$ cat src/rtl/core_pkg.sv
// Shared core widths, AXI response codes and the fetch queue entry layout.
package core_pkg;
   localparam int REG_WIDTH  = 32;
   localparam int ADDR_WIDTH = 32;
   localparam int DATA_WIDTH = 32;

   localparam logic [1:0] AXI_RESP_OKAY = 2'b00;

   typedef struct packed {
      logic [REG_WIDTH-1:0] pc;
      logic [REG_WIDTH-1:0] instr;
      logic                 err;
   } fetch_entry_t;
endpackage

$ cat src/rtl/core_fetch_queue.sv
// Synchronous FIFO of fetched instructions; pointers carry an extra wrap bit
// so full and empty are distinguishable without a separate counter.
module core_fetch_queue
   import core_pkg::*;
#(
   parameter int DEPTH = 4
) (
   input  logic                   i_clk,
   input  logic                   i_rst_n,
   input  logic                   i_flush,
   input  logic                   i_push,
   input  logic                   i_pop,
   input  fetch_entry_t           i_data,
   output fetch_entry_t           o_head,
   output logic [$clog2(DEPTH):0] o_count,
   output logic                   o_empty,
   output logic                   o_full
);
   localparam int PTR_W = $clog2(DEPTH);

   fetch_entry_t     r_mem [DEPTH];
   logic [PTR_W:0]   r_wr_ptr;
   logic [PTR_W:0]   r_rd_ptr;

   always_ff @(posedge i_clk or negedge i_rst_n) begin
      if (!i_rst_n) begin
         r_wr_ptr <= '0;
         r_rd_ptr <= '0;
      end else if (i_flush) begin
         r_wr_ptr <= '0;
         r_rd_ptr <= '0;
      end else begin
         if (i_push) r_wr_ptr <= r_wr_ptr + 1'b1;
         if (i_pop)  r_rd_ptr <= r_rd_ptr + 1'b1;
      end
   end

   // Storage needs no reset: the head is only consumed while the queue is non-empty.
   always_ff @(posedge i_clk) begin
      if (i_push && !i_flush) r_mem[r_wr_ptr[PTR_W-1:0]] <= i_data;
   end

   assign o_head  = r_mem[r_rd_ptr[PTR_W-1:0]];
   assign o_count = r_wr_ptr - r_rd_ptr;
   assign o_empty = (r_wr_ptr == r_rd_ptr);
   assign o_full  = (r_wr_ptr[PTR_W] != r_rd_ptr[PTR_W]) &&
                    (r_wr_ptr[PTR_W-1:0] == r_rd_ptr[PTR_W-1:0]);
endmodule

$ cat src/rtl/core_fetch_prefetch.sv
// Prefetching fetch stage: AXI-lite read master with bounded outstanding reads,
// an instruction queue toward decode, and branch flush with stale-response drop.
module core_fetch_prefetch
   import core_pkg::*;
#(
   parameter int                   FIFO_DEPTH      = 4,
   parameter int                   MAX_OUTSTANDING = 2,
   parameter logic [REG_WIDTH-1:0] RESET_PC        = 32'h0000_0000,
   parameter logic [REG_WIDTH-1:0] NOP_INSTR       = 32'h0000_0013
) (
   input  logic                  clk,
   input  logic                  rst,
   input  logic                  fetch_stall,
   input  logic                  is_branch,
   input  logic [REG_WIDTH-1:0]  new_pc,
   output logic [REG_WIDTH-1:0]  instr,
   output logic [REG_WIDTH-1:0]  instr_pc,
   output logic                  instr_valid,
   output logic                  instr_err,
   output logic [ADDR_WIDTH-1:0] ARADDR,
   output logic                  ARVALID,
   input  logic                  ARREADY,
   input  logic [DATA_WIDTH-1:0] RDATA,
   input  logic [1:0]            RRESP,
   input  logic                  RVALID,
   output logic                  RREADY
);
   localparam int CNT_W = $clog2(FIFO_DEPTH) + 1;

   logic [REG_WIDTH-1:0]  r_fetch_pc;
   logic [REG_WIDTH-1:0]  r_resp_pc;
   logic [ADDR_WIDTH-1:0] r_araddr;
   logic                  r_arvalid;
   logic [CNT_W-1:0]      r_outstanding;
   logic [CNT_W-1:0]      r_drop_cnt;

   logic                  w_ar_hs;
   logic                  w_r_hs;
   logic                  w_push;
   logic                  w_pop;
   logic                  w_issue;
   logic [CNT_W-1:0]      w_out_next;
   logic [CNT_W-1:0]      w_cnt_next;
   logic [CNT_W:0]        w_reserve;
   logic [CNT_W-1:0]      w_drop_next;
   logic [REG_WIDTH-1:0]  w_pc_base;
   fetch_entry_t          w_push_entry;
   fetch_entry_t          w_head;
   logic [CNT_W-1:0]      w_q_count;
   logic                  w_q_empty;
   logic                  w_q_full;

   // Every in-flight read owns a queue slot, so R can always be accepted.
   assign RREADY  = 1'b1;
   assign ARVALID = r_arvalid;
   assign ARADDR  = r_araddr;

   assign w_ar_hs = r_arvalid & ARREADY;
   assign w_r_hs  = RVALID & RREADY;
   assign w_push  = w_r_hs & (r_drop_cnt == '0) & ~is_branch;
   assign w_pop   = ~w_q_empty & ~fetch_stall & ~is_branch;

   assign w_out_next = r_outstanding + CNT_W'(w_ar_hs) - CNT_W'(w_r_hs);
   assign w_cnt_next = is_branch ? '0 : (w_q_count + CNT_W'(w_push) - CNT_W'(w_pop));
   assign w_reserve  = {1'b0, w_out_next} + {1'b0, w_cnt_next};

   // A new address is raised only when the bus is free and a slot is reserved for it.
   assign w_issue = (~r_arvalid | ARREADY) &
                    (w_out_next < CNT_W'(MAX_OUTSTANDING)) &
                    (w_reserve <= (CNT_W+1)'(FIFO_DEPTH - 1));

   // r_fetch_pc is the next address not yet placed on AR, so a pending AR keeps its old address.
   assign w_pc_base = is_branch ? (new_pc & ~REG_WIDTH'(3)) : r_fetch_pc;

   always_comb begin
      w_drop_next = r_drop_cnt;
      if (is_branch)
         w_drop_next = w_out_next + CNT_W'(r_arvalid & ~ARREADY);
      else if (w_r_hs && (r_drop_cnt != '0))
         w_drop_next = r_drop_cnt - 1'b1;
   end

   assign w_push_entry = '{pc: r_resp_pc, instr: RDATA, err: (RRESP != AXI_RESP_OKAY)};

   always_ff @(posedge clk or negedge rst) begin
      if (!rst) begin
         r_fetch_pc    <= RESET_PC;
         r_resp_pc     <= RESET_PC;
         r_araddr      <= RESET_PC;
         r_arvalid     <= 1'b0;
         r_outstanding <= '0;
         r_drop_cnt    <= '0;
      end else begin
         r_outstanding <= w_out_next;
         r_drop_cnt    <= w_drop_next;
         if (w_issue) begin
            r_arvalid  <= 1'b1;
            r_araddr   <= w_pc_base;
            r_fetch_pc <= w_pc_base + REG_WIDTH'(4);
         end else begin
            if (w_ar_hs) r_arvalid <= 1'b0;
            r_fetch_pc <= w_pc_base;
         end
         if (is_branch)   r_resp_pc <= new_pc & ~REG_WIDTH'(3);
         else if (w_push) r_resp_pc <= r_resp_pc + REG_WIDTH'(4);
      end
   end

   core_fetch_queue #(
      .DEPTH (FIFO_DEPTH)
   ) u_queue (
      .i_clk   (clk),
      .i_rst_n (rst),
      .i_flush (is_branch),
      .i_push  (w_push),
      .i_pop   (w_pop),
      .i_data  (w_push_entry),
      .o_head  (w_head),
      .o_count (w_q_count),
      .o_empty (w_q_empty),
      .o_full  (w_q_full)
   );

   assign instr_valid = ~w_q_empty;
   assign instr       = w_q_empty ? NOP_INSTR : w_head.instr;
   assign instr_pc    = w_q_empty ? '0 : w_head.pc;
   assign instr_err   = ~w_q_empty & w_head.err;

   a_outstanding: assert property (@(posedge clk) disable iff (!rst)
      r_outstanding <= CNT_W'(MAX_OUTSTANDING));
   a_count: assert property (@(posedge clk) disable iff (!rst)
      w_q_count <= CNT_W'(FIFO_DEPTH));
   a_push_full: assert property (@(posedge clk) disable iff (!rst)
      !(w_push && w_q_full));
endmodule

$ cat config.mk
export PLATFORM = sky130hd
export DESIGN_NAME = core_fetch_prefetch
export DESIGN_NICKNAME = d
export VERILOG_FILES = /design/src/rtl/core_pkg.sv /design/src/rtl/core_fetch_queue.sv /design/src/rtl/core_fetch_prefetch.sv
export SDC_FILE = /design/constraint.sdc
export NUM_CORES = 1
export LEC_CHECK = 0
export ABC_CLOCK_PERIOD_IN_PS = 12400
export CORE_MARGIN = 2
export CORE_UTILIZATION = 35
export CTS_CLUSTER_DIAMETER = 150
export DETAILED_ROUTE_END_ITERATION = 7
export PLACE_DENSITY_LB_ADDON = 0.1
export REMOVE_ABC_BUFFERS = 1
export SYNTH_ARGS = -nofsm -noshare
export SYNTH_HDL_FRONTEND = slang
export SYNTH_SLANG_ARGS = --single-unit
$ cat constraint.sdc
create_clock -name clk -period 12.4 [get_ports clk]
set_input_delay 2.48 -clock clk [delete_from_list [all_inputs] [get_ports clk]]
set_output_delay 2.48 -clock clk [all_outputs]
set_load 0.01 [all_outputs]
# Word-level counts from Yosys, hierarchy flattened
# Memories as Yosys holds them, arrays and structs flattened.
# Cells that the tools add are included.
[word_totals] input_bits=72 n_memories=1 regBits=109 ram_bits=260
[mem_list] memory="u_queue.r_mem" words=4 width=65 rd=1 rd_ports_with_merged_regs=0 wr=1 line="core_fetch_queue.sv:21" rtl="fetch_entry_t r_mem [DEPTH];"
[op_classes] reduce_logical=10 n_bitwise=15 n_eq_ne=1 addsub=12 n_mux=17 magnitude_cmp=2
[ops] cell="32-bit 2-to-1 mux" count=6
[ops] cell="32-bit by 3-bit adder with 32-bit output, second input constant" count=2
[ops] cell="3-bit 2-to-1 mux" count=7
[ops] cell="2-bit nonzero test" count=5
[ops] cell="1-bit bitwise AND" count=8
[ops] cell="3-bit by 1-bit adder with 3-bit output" count=2
[ops] cell="3-bit by 1-bit adder with 3-bit output, second input constant" count=2
[ops] cell="3-bit by 1-bit subtractor with 3-bit output" count=2
[ops] cell="3-bit by 3-bit adder with 4-bit output" count=1
[ops] cell="4-bit by 2-bit <= comparator with 1-bit output, second input constant" count=1
[ops] cell="1-bit 2-to-1 mux" count=4
[ops] cell="1-bit inverter" count=4
[ops] cell="3-bit adder" count=1
[ops] cell="1-bit by 3-bit bitwise AND with 3-bit output" count=1
[ops] cell="3-bit equality test" count=1
[ops] cell="3-bit logical NOT" count=1
[ops] cell="3-bit by 2-bit less-than comparator with 1-bit output, second input constant" count=1
[ops] cell="1-bit inverter with 3-bit output" count=1
[ops] cell="3-bit nonzero test" count=1
[ops] cell="3-bit by 1-bit subtractor with 3-bit output, second input constant" count=1
[ops] cell="3-bit subtractor" count=1
[ops] cell="1-bit logical AND" count=2
[ops] cell="1-bit logical NOT" count=1
[ops] cell="1-bit bitwise OR" count=1

# Logic depth before layout (Yosys ltp)
# Gate-level depths: netlist of the first run.
[logic_depth] word_depth=10 mapped_depth=23 mapped_depth_nobuf=18

# By module
# From an unflattened synthesis of the first run, not the netlist that was laid out.
[unflattened] cells_unflattened=1003 area_unflattened_um2=15740.1
[by_module_without_submodules] module="core_fetch_queue" instances=1 area_each_um2=9808.2 cells_each=382
[by_module_without_submodules] module="core_fetch_prefetch" instances=1 area_each_um2=5931.9 cells_each=621

# Worst setup path after synthesis of the first run
# No wires, ideal clock.
[synth_timing] path_type="input to register" from="input port is_branch" to="register r_fetch_pc[25]" setup_ns=0.122 cell_stages=23 path_buffers=7 slack_ns=5.737 arrival_ns=6.541 t_required_ns=12.278 path_cell_list="buf_4 > buf_6 > buf_2 > buf_4 > buf_2 > or3_1 > fa_1 > inv_1 > fa_1 > inv_1 > ha_1 > xnor2_1 > xnor2_1 > nor2_1 > ha_1 > nor4b_1 > and4b_1 > buf_4 > buf_6 > nand4_4 > nor2_1 > nand2_1 > xor2_1"
[synth_via] elab_chain_len=9
[synth_lines] item="start, declared" line="core_fetch_prefetch.sv:14" rtl="input logic is_branch,"
[synth_lines] item="1-bit inverter" line="core_fetch_prefetch.sv:60, core_fetch_prefetch.sv:61"
[synth_lines] item="1-bit bitwise AND" line="core_fetch_prefetch.sv:60" rtl="assign w_push = w_r_hs & (r_drop_cnt == '0) & ~is_branch;"
[synth_lines] item="3-bit by 1-bit adder with 3-bit output" line="core_fetch_prefetch.sv:64" rtl="assign w_cnt_next = is_branch ? '0 : (w_q_count + CNT_W'(w_push) - CNT_W'(w_pop));"
[synth_lines] item="3-bit by 1-bit subtractor with 3-bit output" line="core_fetch_prefetch.sv:64"
[synth_lines] item="3-bit 2-to-1 mux" line="core_fetch_prefetch.sv:64"
[synth_lines] item="3-bit by 3-bit adder with 4-bit output" line="core_fetch_prefetch.sv:65" rtl="assign w_reserve = {1'b0, w_out_next} + {1'b0, w_cnt_next};"
[synth_lines] item="4-bit by 2-bit <= comparator with 1-bit output" line="core_fetch_prefetch.sv:70" rtl="(w_reserve <= (CNT_W+1)'(FIFO_DEPTH - 1));"
[synth_lines] item="1-bit bitwise AND" line="core_fetch_prefetch.sv:69" rtl="(w_out_next < CNT_W'(MAX_OUTSTANDING)) &"
[synth_lines] item="32-bit 2-to-1 mux (*)" line="core_fetch_prefetch.sv:96" rtl="if (w_issue) begin"
[synth_lines] item="end signal, assigned" line="core_fetch_prefetch.sv:99" rtl="r_fetch_pc <= w_pc_base + REG_WIDTH'(4);"
[synth_lines] item="end signal, assigned" line="core_fetch_prefetch.sv:102" rtl="r_fetch_pc <= w_pc_base;"
[synth_lines] item="end, declared" line="core_fetch_prefetch.sv:30" rtl="logic [REG_WIDTH-1:0] r_fetch_pc;"
# Mark *: on every way between the ends. The rest lies on a longest branch, timed or not.
# A chain may end at the register's enable or synchronous reset.

# Final worst setup path of the first run
[layout_timing] from="input port is_branch" to="register r_fetch_pc[13]"
# The elaborated chain is that of the path after synthesis.

==> results of run 1 <==
layer usage:
metal | global-route usage | vias to the layer above
met5 | 0 | -
met4 | 0.0383 | 0
met3 | 0.0371 | 43
met2 | 0.238 | 182
met1 | 0.214 | 4228
li1 | - | 4033
registers in the layout, indices dropped and copies added (netlist names):
signal / cells
r_resp_pc: 30
u_queue.r_rd_ptr: 3
r_outstanding: 3
r_drop_cnt: 3
r_fetch_pc: 32
ARVALID: 1
u_queue.r_wr_ptr: 3
u_queue.r_mem: 252
ARADDR: 32
report_power, final:
group          total (mW)  internal, mW  switching (mW)
clock                1.21         0.734           0.473
sequential           1.51          1.41           0.103
combinational       0.951         0.481           0.470
total                3.67          2.63            1.05
how the worst max path moves through the flow:
stage                        startpoint        endpoint  slack [ns]  depth (start not counted)
finish                        is_branch  r_fetch_pc[13]        6.11                         18
global route                  is_branch  r_fetch_pc[22]        5.71                         18
CTS                           is_branch  r_fetch_pc[22]        6.09                         18
detailed placement            is_branch  r_fetch_pc[13]        5.49                         18
global placement              is_branch  r_fetch_pc[22]        5.48                         18
floorplan           u_queue.r_rd_ptr[0]      ARADDR[29]        4.76                         15
kinds of logic after synthesis:
family          count (synthesis)  synth area share
fa+ha+maj                      20            0.0179
xor+xnor                       74            0.0434
mux                            88             0.109
simple gates                  297             0.103
buf+inv                        74            0.0220
flops                         359             0.671
compound gates                 90            0.0336
other cells                     2          0.000492
worst reg2reg max path, delay by kind of cell, from the launching register on:
family / cells / cell delay (ns)
muxes: 1 / 0.09
and+or+nand+nor: 7 / 1.62
adders and majority gates: 4 / 1.13
DFF: 1 / 1.02
xor gates and xnor gates: 4 / 0.68
buffers and inverters: 4 / 1.06
area by class of cell:
cell class / instances / area, um^2
fillers: 3951 / 24200
flip-flops and latches: 359 / 10300
multi-input cells: 572 / 4710
repair buffers: 177 / 1740
clock buffers: 57 / 1160
well taps: 585 / 732
clock inverters: 18 / 185
inverters: 23 / 86.3
cells in the final DEF, fill, tap and decap left out, types with 4 or more instances in the layout:
| cell | Yosys | routed |
|---|---|---|
| a21oi_1 | 12 | 12 |
| a31oi_1 | 5 | 5 |
| and2_4 | 0 | 4 |
| and3_1 | 11 | 10 |
| buf_4 | 7 | 13 |
| bufinv_16 | 0 | 4 |
| clkbuf_1 | 22 | 11 |
| clkbuf_16 | 0 | 43 |
| clkdlybuf4s50_1 | 0 | 164 |
| clkinv_1 | 0 | 7 |
| clkinv_2 | 0 | 6 |
| dfrtp_1 | 107 | 105 |
| edfxtp_1 | 252 | 252 |
| ha_1 | 17 | 17 |
| inv_1 | 23 | 23 |
| mux2i_1 | 23 | 23 |
| mux4_2 | 63 | 63 |
| nand2_1 | 107 | 107 |
| nand2b_1 | 7 | 7 |
| nand3_1 | 19 | 19 |
| nand3b_1 | 5 | 5 |
| nand4_1 | 10 | 10 |
| nand4b_1 | 6 | 6 |
| nor2_1 | 27 | 27 |
| nor2b_1 | 66 | 66 |
| nor3_1 | 11 | 11 |
| o21ai_0 | 56 | 56 |
| or2_2 | 4 | 4 |
| xnor2_1 | 44 | 44 |
| xor2_1 | 29 | 29 |
through the flow:
step | power [mW] | util | hold slack, ns | area [um^2] | setup slack, ns
floorplan | 2.04 | - | 0.480 | 15000 | 4.76
global placement | 2.51 | 0.407 | 0.468 | 17500 | 5.48
detailed placement | 2.52 | 0.407 | 0.466 | 17500 | 5.49
CTS | 3.75 | 0.438 | 0.488 | 18900 | 6.09
global route | 3.89 | 0.438 | 0.509 | 18900 | 5.71
finish | 3.67 | 0.438 | 0.479 | 18900 | 6.11
==> run metrics, run 1 <==
status=completed; unrepaired setup endpoints after global routing=no; RR Endpoint=r_fetch_pc[13]; Post-DP HPWL=20000 um; clk_lat worst skew=0.55 ns; Max IR drop VDD=105 uV; setup TNS=0 ns; length of routed wiring on met1=15800 um; slowest cell on the critical path=or3_1; synth cell count leaders=252 x edfxtp_1, 107 x dfrtp_1, 107 x nand2_1; Longest Clk Path Bufs=3; Reg2Reg Depth=20; clk root buf=clkbuf_16; H-tree Lvls=2; most common cell in the netlist=edfxtp_1; Synth Flop Type=edfxtp_1; CTS tree=yes; Worst path max stage delay=0.48 ns; Final min period=6.29 ns; Tcrit/Tclk final=0.508; static leakage=6.52 nW; synthesized flop and latch total=359; max-slew violation count=0; remaining antenna violation count=0; vias in the first global route=8828; critical-path cell list=buf_4 -> or3_1 -> fa_1 -> inv_1 -> fa_1 -> inv_1 -> ha_1 -> xnor2_1 -> xnor2_1 -> nor2_1 -> ha_1 -> nor4b_1 -> and4b_1 -> buf_4 -> and4_1 -> nand3_1 -> xor2_1 -> mux2i_1; placed cell count=about 1700; syn_area_per_cell=about 15 um^2; P&R area growth vs syn=23.5%; CTS buffer count=41; MaxCap Viol Count=0; post-synthesis instance total=around 1000; port bufs=approximately 170; global placer's final weighted congestion=0.772; critical path launch point type=primary input; Final Hold Viols=0; hold_sp=ARADDR[22]; Ys Warns=0; Worst Path Required=12.81 ns; Worst Path Buf+Inv=4; post-synth top area share=0.495; initial DRC count=397; Slew Limit Headroom=0.317; # DRC=0; Slew @ Worst Pin=a little over 1 ns; share of cells above drive strength 1=0.131; Non-Filler Instances=1791; Die X-Extent=213 um; post-synthesis sequential area ratio=0.671; CTS resizes=0; CP arrival=6.70 ns; clock sinks=359; Largest delay share family, worst path=simple AND/OR/NAND/NOR gates; critical path peak fanout=72; drt wl/cell=18.7 um; largest net degree at the start of global routing=73; Post-Syn Area=15300 um^2; n_diodes=0; first-pass GRT wire length=~52000 um; RR Startpoint=u_queue.r_rd_ptr[0]; row count=76; Final Setup Violations=0; top cells by area, synth=edfxtp_1 50%, dfrtp_1 18%, mux4_2 9.3%, nor2b_1 2.7%, nand2_1 2.6%; Synth area leader=edfxtp_1; met2 WL=15400 um; initial antenna violation count=0; Power Density=195 nW/um^2; # Post-CTS Setup Buffers=0; post-synth cell types=55; final WL=33500 um; CP Class=in2reg; # IOs=approximately 170; Synth async-reset ratio=0.298; worst hold-check path type=reg2reg; Die Ht=213 um; first-pass detailed-route iteration total=4; GR Overflow Total=0; top layer used by detailed routing=met4; Max Fclk=0.159 GHz; met3 wire len=1770 um; Core Footprint=43100 um^2; Tot GR Track Use=0.152; R2R setup slack=6.68 ns; Final nets=1266; Hold EP=ARADDR[22]; via total after detailed routing=8486; hold path depth=2; routed vias/inst=4.74; crit end category=flip-flop; EDFF count, synth=~250; Layout Skew=0.0127 ns; hold-fix buffer count after cts=0; Die Footprint=around 45000 um^2; clock-pin slew on the worst setup and hold paths=roughly 0.060 ns; Initial Util=0.355
(Power assumes the default switching activity.)
==> run 2, diff against run 1 <==
ABC_CLOCK_PERIOD_IN_PS = 6300   (was 12400)
clock period = 6.3 ns   (was 12.4 ns; I/O delays follow)
==> run metrics, run 2 (synthesis results as in run 1) <==
port bufs=166 (unchanged); largest net degree at the start of global routing=72 (-1.4%); share of cells above drive strength 1=0.135 (+0.00441); commonest non-fill, non-tap cells in the layout=252 x edfxtp_1, 164 x clkdlybuf4s50_1, 107 x nand2_1; unrepaired setup endpoints after global routing=no; worst hold-check path type=reg2reg; vias in the first global route=8868 (+0.45%); routed vias/inst=4.75 (+0.26%); P&R area growth vs syn=24.1%; Final nets=1269 (+0.24%); clk_lat worst skew=0.55 ns (about the same); Final Util=0.440 (+0.00209); Max IR drop VDD=237 uV (+130%); critical path peak fanout=12 (-83%); Filler cells=3915 (-0.91%); Final min period=roughly 5.1 ns; Initial Util=0.355 (unchanged); first-pass detailed-route iteration total=4 (unchanged); CTS buffer count=42 (+2.4%); hold-fix buffer count after cts=0 (unchanged); CTS tree=yes; Final Hold Viols=0 (unchanged); Final Setup Violations=0 (unchanged); most common cell after layout, fill and taps aside=edfxtp_1; Max Fclk=0.195 GHz; Core Footprint=43100 um^2 (unchanged); global placer's final weighted congestion=0.739 (-4.3%); Power Density=389 nW/um^2 (+100%); # IOs=172 (unchanged); Slew @ Worst Pin=1.08 ns (+0.0513 ns); crit end category=flip-flop; Layout Skew=0.0163 ns (+0.00354 ns); initial DRC count=442 (+11%); Worst Hold Slack=0.481 ns (+0.00221 ns); clock sinks=359 (unchanged); max-slew violation count=0 (unchanged); # DRC=0 (unchanged); Tot GR Track Use=0.152 (about the same); CP Class=in2reg; critical path launch point type=primary input; Longest Clk Path Bufs=3 (unchanged); Die Footprint=45300 um^2 (unchanged); n_diodes=0 (unchanged); drt wl/cell=18.9 um (+1.2%); # Post-CTS Setup Buffers=0 (unchanged); Non-Filler Instances=1796 (+0.28%); clock-pin slew on the worst setup and hold paths=0.06 ns (about the same); status=completed; static leakage=6.56 nW (+0.62%); Die Ht=213 um (unchanged); CTS resizes=0 (unchanged); placed cell count=1718 (+0.12%); CP arrival=5.53 ns (-1.17 ns); H-tree Lvls=2 (unchanged); initial antenna violation count=0 (unchanged); final WL=34000 um (+1.5%); clk root buf=clkbuf_16; MaxCap Viol Count=0 (unchanged); GR Overflow Total=0 (unchanged); Tcrit/Tclk final=0.813; overall power=7.37 mW (+100%); remaining antenna violation count=0 (unchanged); Slew Limit Headroom=0.283 (-0.0342); Post-DP HPWL=20800 um (+4.0%); max reg flops=252 (unchanged); row count=76 (unchanged); Die X-Extent=213 um (unchanged); first-pass GRT wire length=52200 um (-0.17%); Worst Path Required=6.71 ns (-6.10 ns); via total after detailed routing=8532 (+0.54%)
-- run 2: critical path, stage by stage --
cell,delay (ns)
clkdlybuf4s50_1,0.44
or3_1,0.38
fa_1,0.37
inv_1,0.07
fa_1,0.40
inv_1,0.08
ha_1,0.15
xnor2_1,0.13
xnor2_1,0.14
nor2_1,0.07
ha_1,0.30
nor4b_1,0.37
and4b_1,0.54
buf_4,0.29
and3_1,0.22
nand2_1,0.08
xor2_1,0.15
mux2i_1,0.08
-- run 2: routing by layer --
layer,up-vias,global-route usage,share of wire
met1,4268,0.216,0.48
met3,46,0.0347,0.048
met4,0,0.0395,0.018
met5,-,0,0
li1,4036,-,-
met2,182,0.236,0.45
-- run 2: where the power goes --
group	leakage (nW)	total, mW	switching [mW]	internal (mW)
logic	2.28	1.94	0.986	0.956
registers	3.58	2.92	0.147	2.78
clock network	0.691	2.50	0.968	1.53
total	6.56	7.37	2.10	5.27
-- run 2: layout make-up --
class	instances	area [um^2]	area share
clock inverter	25	317	0.0167
inverter	23	86.3	0.00455
multi-input combinational	572	4710	0.249
timing repair buffer	179	1750	0.0925
tap	585	732	0.0386
clock buffer	53	1100	0.0582
sequential	359	10300	0.541
-- run 2: worst paths after layout --
| check | startpoint | to | slack [ns] | depth (start not counted) |
|---|---|---|---|---|
| max in group asynchronous | rst | r_resp_pc[23] | 4.32 | 2 |
| setup / recovery | fetch_stall | r_fetch_pc[8] | 1.18 | 18 |
| min in group asynchronous | rst | r_fetch_pc[1] | 0.80 | 1 |
| hold / removal | ARADDR[24] | ARADDR[24] | 0.48 | 2 |
| setup reg to reg | u_queue.r_rd_ptr[1] | r_fetch_pc[8] | 1.26 | 19 |
| hold reg to reg | ARADDR[24] | ARADDR[24] | 0.48 | 2 |
-- run 2: per-stage QoR --
stage | instance area [um^2] | setup TNS (ns) | setup WS (ns)
floorplan | 15000 | -73.43 | -1.34
global placement | 17500 | 0 | 0.594
global route | 19000 | 0 | 0.892
CTS | 19000 | 0 | 1.20
detailed placement | 17500 | 0 | 0.588
finish | 19000 | 0 | 1.18
